$ cat config.mk
export PLATFORM = sky130hd
export DESIGN_NAME = hub75_blank_timer
export DESIGN_NICKNAME = d
export VERILOG_FILES = /design/src/rtl/hub75_blank_timer_pkg.sv /design/src/rtl/hub75_onehot_prio_enc.sv /design/src/rtl/hub75_blank_timer.sv
export SDC_FILE = /design/constraint.sdc
export NUM_CORES = 1
export LEC_CHECK = 0
export CORE_ASPECT_RATIO = 0.7
export CORE_MARGIN = 4
export CORE_UTILIZATION = 40
export CTS_CLUSTER_DIAMETER = 100
export DETAILED_ROUTE_END_ITERATION = 10
export HOLD_SLACK_MARGIN = 0.03
export PLACE_DENSITY_LB_ADDON = 0.15
export SLEW_MARGIN = 25
export SYNTH_ARGS = -nofsm -noshare
export SYNTH_HDL_FRONTEND = slang
export SYNTH_SLANG_ARGS = --single-unit
$ cat constraint.sdc
create_clock -name clk -period 4.6 [get_ports clk]
set_input_delay 0.46 -clock clk [delete_from_list [all_inputs] [get_ports clk]]
set_output_delay 0.46 -clock clk [all_outputs]
set_load 0.02 [all_outputs]
$ cat src/rtl/hub75_blank_timer_pkg.sv
// Shared FSM encoding and counter sizing for the HUB75 blanking timer.
package hub75_blank_timer_pkg;

    typedef enum logic [1:0] {
        ST_IDLE = 2'd0,
        ST_LOAD = 2'd1,
        ST_ON   = 2'd2,
        ST_OFF  = 2'd3
    } state_t;

    localparam int LEN_W = 8;

    // Wide enough for a full 8-bit length shifted by the top plane index.
    function automatic int cnt_width(input int n_planes);
        return LEN_W + n_planes;
    endfunction

endpackage

$ cat src/rtl/hub75_onehot_prio_enc.sv
// Priority encoder: index of the highest set bit, all-zero input maps to 0.
// Purely combinational, no handshake.
module hub75_onehot_prio_enc #(
    parameter int N     = 8,
    parameter int IDX_W = $clog2(N)
) (
    input  logic [N-1:0]     onehot,
    output logic [IDX_W-1:0] idx
);

    // Later (higher) bits overwrite earlier ones, so the highest set bit wins.
    always_comb begin
        idx = '0;
        for (int i = 0; i < N; i++) begin
            if (onehot[i]) idx = IDX_W'(i);
        end
    end

endmodule

$ cat src/rtl/hub75_blank_timer.sv
// Drives panel OE/blank for (on<<plane, off<<plane) cycles per go strobe; 1-cycle load latency.
// blank_rdy is low for the whole window; a go while busy is dropped and flagged in err_go_busy.
module hub75_blank_timer
    import hub75_blank_timer_pkg::*;
#(
    parameter int N_PLANES = 8
) (
    input  logic                clk,
    input  logic                rst,
    input  logic [N_PLANES-1:0] blank_plane,
    input  logic                blank_go,
    output logic                blank_rdy,
    input  logic [LEN_W-1:0]    cfg_on_len,
    input  logic [LEN_W-1:0]    cfg_off_len,
    input  logic                cfg_enable,
    output logic                phy_blank,
    output logic                err_go_busy
);

    localparam int CNT_W = cnt_width(N_PLANES);
    localparam int IDX_W = $clog2(N_PLANES);

    state_t              state, state_nxt;
    logic [CNT_W-1:0]    cnt, cnt_nxt;
    logic [N_PLANES-1:0] plane_q, plane_nxt;
    logic [IDX_W-1:0]    plane_idx;
    logic [CNT_W-1:0]    on_ld, off_ld;

    hub75_onehot_prio_enc #(
        .N     (N_PLANES),
        .IDX_W (IDX_W)
    ) u_prio_enc (
        .onehot (plane_q),
        .idx    (plane_idx)
    );

    assign on_ld     = CNT_W'(cfg_on_len) << plane_idx;
    assign off_ld    = CNT_W'(cfg_off_len) << plane_idx;
    assign blank_rdy = (state == ST_IDLE);

    always_comb begin
        state_nxt = state;
        cnt_nxt   = cnt;
        plane_nxt = plane_q;
        unique case (state)
            ST_IDLE: begin
                if (blank_go) begin
                    plane_nxt = blank_plane;
                    state_nxt = ST_LOAD;
                end
            end
            ST_LOAD: begin
                // Zero-length phases are skipped entirely rather than costing a cycle.
                if (on_ld != '0) begin
                    cnt_nxt   = on_ld;
                    state_nxt = ST_ON;
                end else if (off_ld != '0) begin
                    cnt_nxt   = off_ld;
                    state_nxt = ST_OFF;
                end else begin
                    cnt_nxt   = '0;
                    state_nxt = ST_IDLE;
                end
            end
            ST_ON: begin
                cnt_nxt = cnt - CNT_W'(1);
                if (cnt == CNT_W'(1)) begin
                    if (off_ld != '0) begin
                        cnt_nxt   = off_ld;
                        state_nxt = ST_OFF;
                    end else begin
                        cnt_nxt   = '0;
                        state_nxt = ST_IDLE;
                    end
                end
            end
            ST_OFF: begin
                cnt_nxt = cnt - CNT_W'(1);
                if (cnt == CNT_W'(1)) begin
                    cnt_nxt   = '0;
                    state_nxt = ST_IDLE;
                end
            end
            default: state_nxt = ST_IDLE;
        endcase
    end

    always_ff @(posedge clk) begin
        if (rst) begin
            state       <= ST_IDLE;
            cnt         <= '0;
            plane_q     <= '0;
            phy_blank   <= 1'b1;
            err_go_busy <= 1'b0;
        end else begin
            state       <= state_nxt;
            cnt         <= cnt_nxt;
            plane_q     <= plane_nxt;
            // Registered from the next state so the unblanked run lines up with ST_ON exactly.
            phy_blank   <= ~((state_nxt == ST_ON) & cfg_enable);
            err_go_busy <= err_go_busy | (blank_go & ~blank_rdy);
        end
    end

endmodule

Word level (Yosys, flattened, before mapping)
Index checks and enable logic that the tools add are counted.
W data, S select, Z words.
- add/sub/neg operators: 1
- shift-type cells: 2
- mux-type cells: 18
- reduce and logical (&&, ||, !) cells: 5
- bitwise operators: 5
- equal/unequal tests: 5
- operator list (cell ; count):
    $mux W16 ; 4
    $pmux W16 S3 ; 1
    $reduce_bool A16 Y1 ; 2
    $shl A8 B3 Y16 ; 2
    $eq A16 B1 Y1 const B ; 1
    $sub A16 B1 Y16 const B ; 1
    $mux W2 ; 7
    $mux W3 ; 4
    $pmux W2 S4 ; 1
    $eq A2 B2 Y1 const B ; 3
    $reduce_bool A3 Y1 ; 1
    $and A1 B1 Y1 ; 2
    $eq A2 B1 Y1 const B ; 1
    $logic_not A2 Y1 ; 1
    $not A1 Y1 ; 2
    $reduce_and A2 Y1 ; 1
    $mux W1 ; 1
    $or A1 B1 Y1 ; 1
- bits in registers: 28
- input port bits: 28
- output and inout bits: 3

Depth between registers and ports, before layout
- depth in word-level cells: 15
- gate-level depth with buffers: 12

Modules after synthesis
Synthesis repeated with hierarchy kept, for this count alone.
- cell total of the unflattened synthesis: 380
- area, all modules: 2598.7 um2
- modules (own cells, without submodules) (module ; cells each ; area each (um2) ; instances):
    hub75_blank_timer ; 370 ; 2553.7 ; 1
    hub75_onehot_prio_enc ; 10 ; 45.0 ; 1

Least setup slack after synthesis
Ideal clock, no wire load.
- kind: register to register
- from: register plane_q[6]
- to: register phy_blank
- slack: 1.755 ns
- required time: 4.469 ns
- arrival time: 2.714 ns
- stages on the path, launching flop included: 11
- cells stage by stage: dfxtp_1 > buf_2 > or2_2 > a21oi_1 > mux2i_1 > nor3_1 > a211o_1 > or4b_1 > or2_1 > a31oi_1 > o211ai_1
- cells in the longest elaborated chain, start to end: 10
- ends and longest elaborated chain (element ; line ; text):
    start: declaration ; hub75_blank_timer.sv:25 ; logic [N_PLANES-1:0] plane_q, plane_nxt;
    start signal: assignment ; hub75_blank_timer.sv:98 ; plane_q <= plane_nxt;
    $mux W3 * (2 in series) ; hub75_onehot_prio_enc.sv:15 ; if (onehot[i]) idx = IDX_W'(i);
    $shl A8 B3 Y16 ; hub75_blank_timer.sv:38 ; assign off_ld = CNT_W'(cfg_off_len) << plane_idx;
    $reduce_bool A16 Y1 ; hub75_blank_timer.sv:57, hub75_blank_timer.sv:68 ;
    $mux W2 ; hub75_blank_timer.sv:57, hub75_blank_timer.sv:68 ;
    $mux W2, on equally long branches ; hub75_blank_timer.sv:67, hub75_blank_timer.sv:54 ;
    $pmux W2 S4 * ; hub75_blank_timer.sv:45 ; unique case (state)
    $eq A2 B2 Y1 * ; hub75_blank_timer.sv:100 ; phy_blank <= ~((state_nxt == ST_ON) & cfg_enable);
    $and A1 B1 Y1 * ; hub75_blank_timer.sv:100 ;
    $not A1 Y1 * ; hub75_blank_timer.sv:100 ;
    end signal: assignment ; hub75_blank_timer.sv:100 ;
    end: declaration ; hub75_blank_timer.sv:16 ; output logic phy_blank,
Every way passes the cells marked *; elsewhere a longest branch is shown, timed or not.
A chain may end at the register's enable or synchronous reset.

Final worst setup path
- from: register plane_q[5]
- to: register cnt[1]
- cells in the longest elaborated chain, start to end: 8
- ends and longest elaborated chain (element ; line ; text):
    $mux W3 * (3 in series) ; hub75_onehot_prio_enc.sv:15 ;
    $shl A8 B3 Y16 ; hub75_blank_timer.sv:38 ;
    $reduce_bool A16 Y1 ; hub75_blank_timer.sv:57, hub75_blank_timer.sv:68 ;
    $mux W16 ; hub75_blank_timer.sv:57, hub75_blank_timer.sv:68 ;
    $mux W16, on equally long branches ; hub75_blank_timer.sv:67, hub75_blank_timer.sv:54 ;
    $pmux W16 S3 * ; hub75_blank_timer.sv:45 ;
    end signal: assignment ; hub75_blank_timer.sv:97 ; cnt <= cnt_nxt;
    end: declaration ; hub75_blank_timer.sv:24 ; logic [CNT_W-1:0] cnt, cnt_nxt;
Marked as above.

==> reports/results.tsv <==
metric	value	unit
status	finished, final reports clean	
Synth Area in Simple Gates	0.2766	
synthesis-stage register bit count	27	
Synth Net Count	436	
HP Class	flip-flop to flip-flop	
Syn Inst Count	406	
WP data required	4.82	ns
GRT Residual Overflow	0	
measured slew at the worst slew-check pin	0.8392	ns
Worst EP arrival	4.19	ns
power share of the combinational group	0.643	
first-pass GRT wire length	15.32	mm
H-tree lvl count	1	
number of library cell types mapped by synthesis	69	
endpoints failing hold	0	
Tot GR Track Use	0.2247	
Detailed Route Iter0 Violations	452	
vias in the first global route	2839	
Syn Std Cell Area	0.002850	mm^2
CTS tree	done	
crit-path max FO	14	
Compound-Gate Fraction of Synth Area	0.3547	
largest net degree at the start of global routing	31	
maxcap violations	0	
fmax	251.3	MHz
TNS Setup	0	ns
final setup vio count	0	
Die ar.	0.008562	mm^2
input/output buffers	29	
Vias/cell	6.414	
Initial Util	0.4161	
final RePlAce weighted congestion	0.9176	
most frequent cells in the layout	nor2_1, nand2_1, a21oi_1	
Ys Warns	0	
Crit-path slowest cell	a211oi_2	
post-synthesis adder-cell area fraction	0.008780	
RSZ-0062 raised after global routing	false	
period utilization	0.8651	
worst vdd ir	247.8	uV
CTS Buf Count	3	
WL/cell	19.00	um
Lkg Pwr	1.137	nW
setup bufs post-CTS	0	
Core Rows	25	
drt total wl	9.634	mm
antenna violation net count after detailed routing	0	
# hold bufs at CTS	0	
Post-synth top flop	dfxtp_1	
mux contribution to synthesized area	0.06365	
startpoint types	flip-flop	
post-cts resize count	0	
CP cell instances	nor2b_2 -> a211oi_2 -> or2_1 -> o21ai_1 -> a2111oi_4 -> nand4_2 -> o21ai_4 -> a31oi_1 -> a211oi_2	
Antenna diodes	0	
Slew headroom	0.4395	
Placed Area	0.003143	mm^2
Pint	0.7004	mW
root cell of the clock tree	clkbuf_8	
die height	78.63	um
Setup crit end kind	flip-flop	
Syn-to-layout area delta	11.98	%
crit path kind	flip-flop to flip-flop	
layout cells sized above 1	0.07506	
Net Switching	0.7005	mW
Layout fillers	737	
Max stage delay on crit path	0.76	ns
chip width	108.9	um
Avg Inst Size Synth	7.020	um^2
Post-synth EDFFs	0	
Most Frequent Cell on Critical Path	a211oi_2	
clock-pin slew on the worst setup and hold paths	0.11	ns
PD cells	438.9	mW/mm^2
max-slew violations	0	
min Tclk post-route	3.980	ns
Storage cell area	540.5	um^2
main combinational cell family by area after synthesis	compound AO/OA/AOI/OAI gates	
clk sinks	27	
DRC Markers	0	
Multi-input gate area	0.002102	mm^2
Sw Share	0.5000	
Synth async-reset ratio	0	
Crit path max-delay family	compound AO/OA/AOI/OAI gates	
sequential-to-total area share from yosys stat	0.1896	
boundary pin count	31	
post-route design area	0.003192	mm^2
Vias	3252	
Crit path buffers/inverters	0	
Post-Synth XOR/XNOR Area	0.03380	
HPWL after detailed placement	7.369	mm
clk_skew	0.01028	ns
clk buf depth	2	
clock network fraction of total power	0.103	
sequential power share	0.254	
most common library cell in the layout ignoring fill and taps	nor2_1	
TritonRoute pass-1 iters	5	
initial antenna violation count	0	
nets	444	
CORE AREA	0.006850	mm^2
Worst-Skew Late Latency	0.29	ns
state kept, by name (all words and copies together), names as in the netlist:
| register | count |
|---|---|
| plane_q | 7 |
| cnt | 16 |
| err_go_busy | 1 |
| phy_blank | 1 |
| state | 2 |
area by class of cell:
class,instances,area share
multi-input cells,333,0.6586
flip-flops and latches,27,0.1693
repair buffers,35,0.1035
well taps,94,0.03685
inverters,14,0.01646
clock buffers,3,0.01294
clock inverters,1,0.002352
power groups by stage:
stage / sequential (mW) / combinational, mW / clock (mW)
after floorplan: 0.340 / 0.672 / 0
after global placement: 0.359 / 0.872 / 0
after detailed placement: 0.360 / 0.876 / 0
after CTS: 0.355 / 0.882 / 0.150
after global routing: 0.366 / 0.980 / 0.163
final: 0.356 / 0.901 / 0.144
metrics by stage:
step                      hold slack (ns)  worst slack, ns    util  cells  power, mW
after global routing               0.5192           0.3966  0.4659    507      1.509
after floorplan                    0.4498            1.755       -    406      1.013
after detailed placement           0.4634           0.7937  0.4588    503      1.236
final                              0.4816           0.6204  0.4659    507      1.401
after global placement             0.4544           0.8402  0.4595    503      1.231
after CTS                          0.4904           0.7479  0.4659    507      1.386
worst register-to-register path, cell delays in order (launching register included):
cell,delay (ns)
dfxtp_1,0.65
nor2b_2,0.23
a211oi_2,0.76
or2_1,0.50
o21ai_1,0.26
a2111oi_4,0.41
nand4_2,0.29
o21ai_4,0.41
a31oi_1,0.18
a211oi_2,0.23
cells in the mapped netlist, types with 6 or more instances:
library cell,count,area share
nor4_1,7,0.015
nand2_1,41,0.054
dfxtp_1,27,0.19
o21ai_0,24,0.042
o211ai_1,6,0.016
nand3_1,6,0.011
mux2i_1,11,0.039
nor2_1,46,0.061
clkbuf_1,18,0.024
nor3_1,16,0.028
a211oi_1,14,0.037
a211oi_2,6,0.026
a21oi_1,36,0.063
nand2b_1,6,0.013
xnor2_1,9,0.028
o31ai_1,8,0.021
inv_1,14,0.018
a31oi_1,11,0.024
path summary, 6_finish.rpt:
path,end,slack (ns),depth (start not counted),start
max,cnt[1]$_SDFFE_PP0P_,0.62,9,plane_q[5]$_SDFFE_PP0P_
min reg2reg,err_go_busy$_SDFF_PP0_,0.48,2,err_go_busy$_SDFF_PP0_
min,err_go_busy$_SDFF_PP0_,0.48,2,err_go_busy$_SDFF_PP0_
max reg2reg,cnt[1]$_SDFFE_PP0P_,0.62,9,plane_q[5]$_SDFFE_PP0P_
logic make-up (layout without fill, tap and decap cells):
| group | count (synthesis) | count (layout) |
|---|---|---|
| compound gates | 146 | 146 |
| xor+xnor | 11 | 11 |
| fa+ha+maj | 2 | 2 |
| buf+inv | 46 | 53 |
| flops | 27 | 27 |
| mux | 16 | 16 |
| simple gates | 158 | 158 |
per-layer routing:
metal,up-vias,wire length (um),track usage,share of wire
li1,1537,-,-,-
met1,1535,4762,0.3557,0.49
met2,172,3853,0.3088,0.40
met3,8,939,0.04684,0.097
met4,0,79,0.03405,0.0082
met5,-,0,0,0
Note: power is estimated with default switching activity, not from simulation.
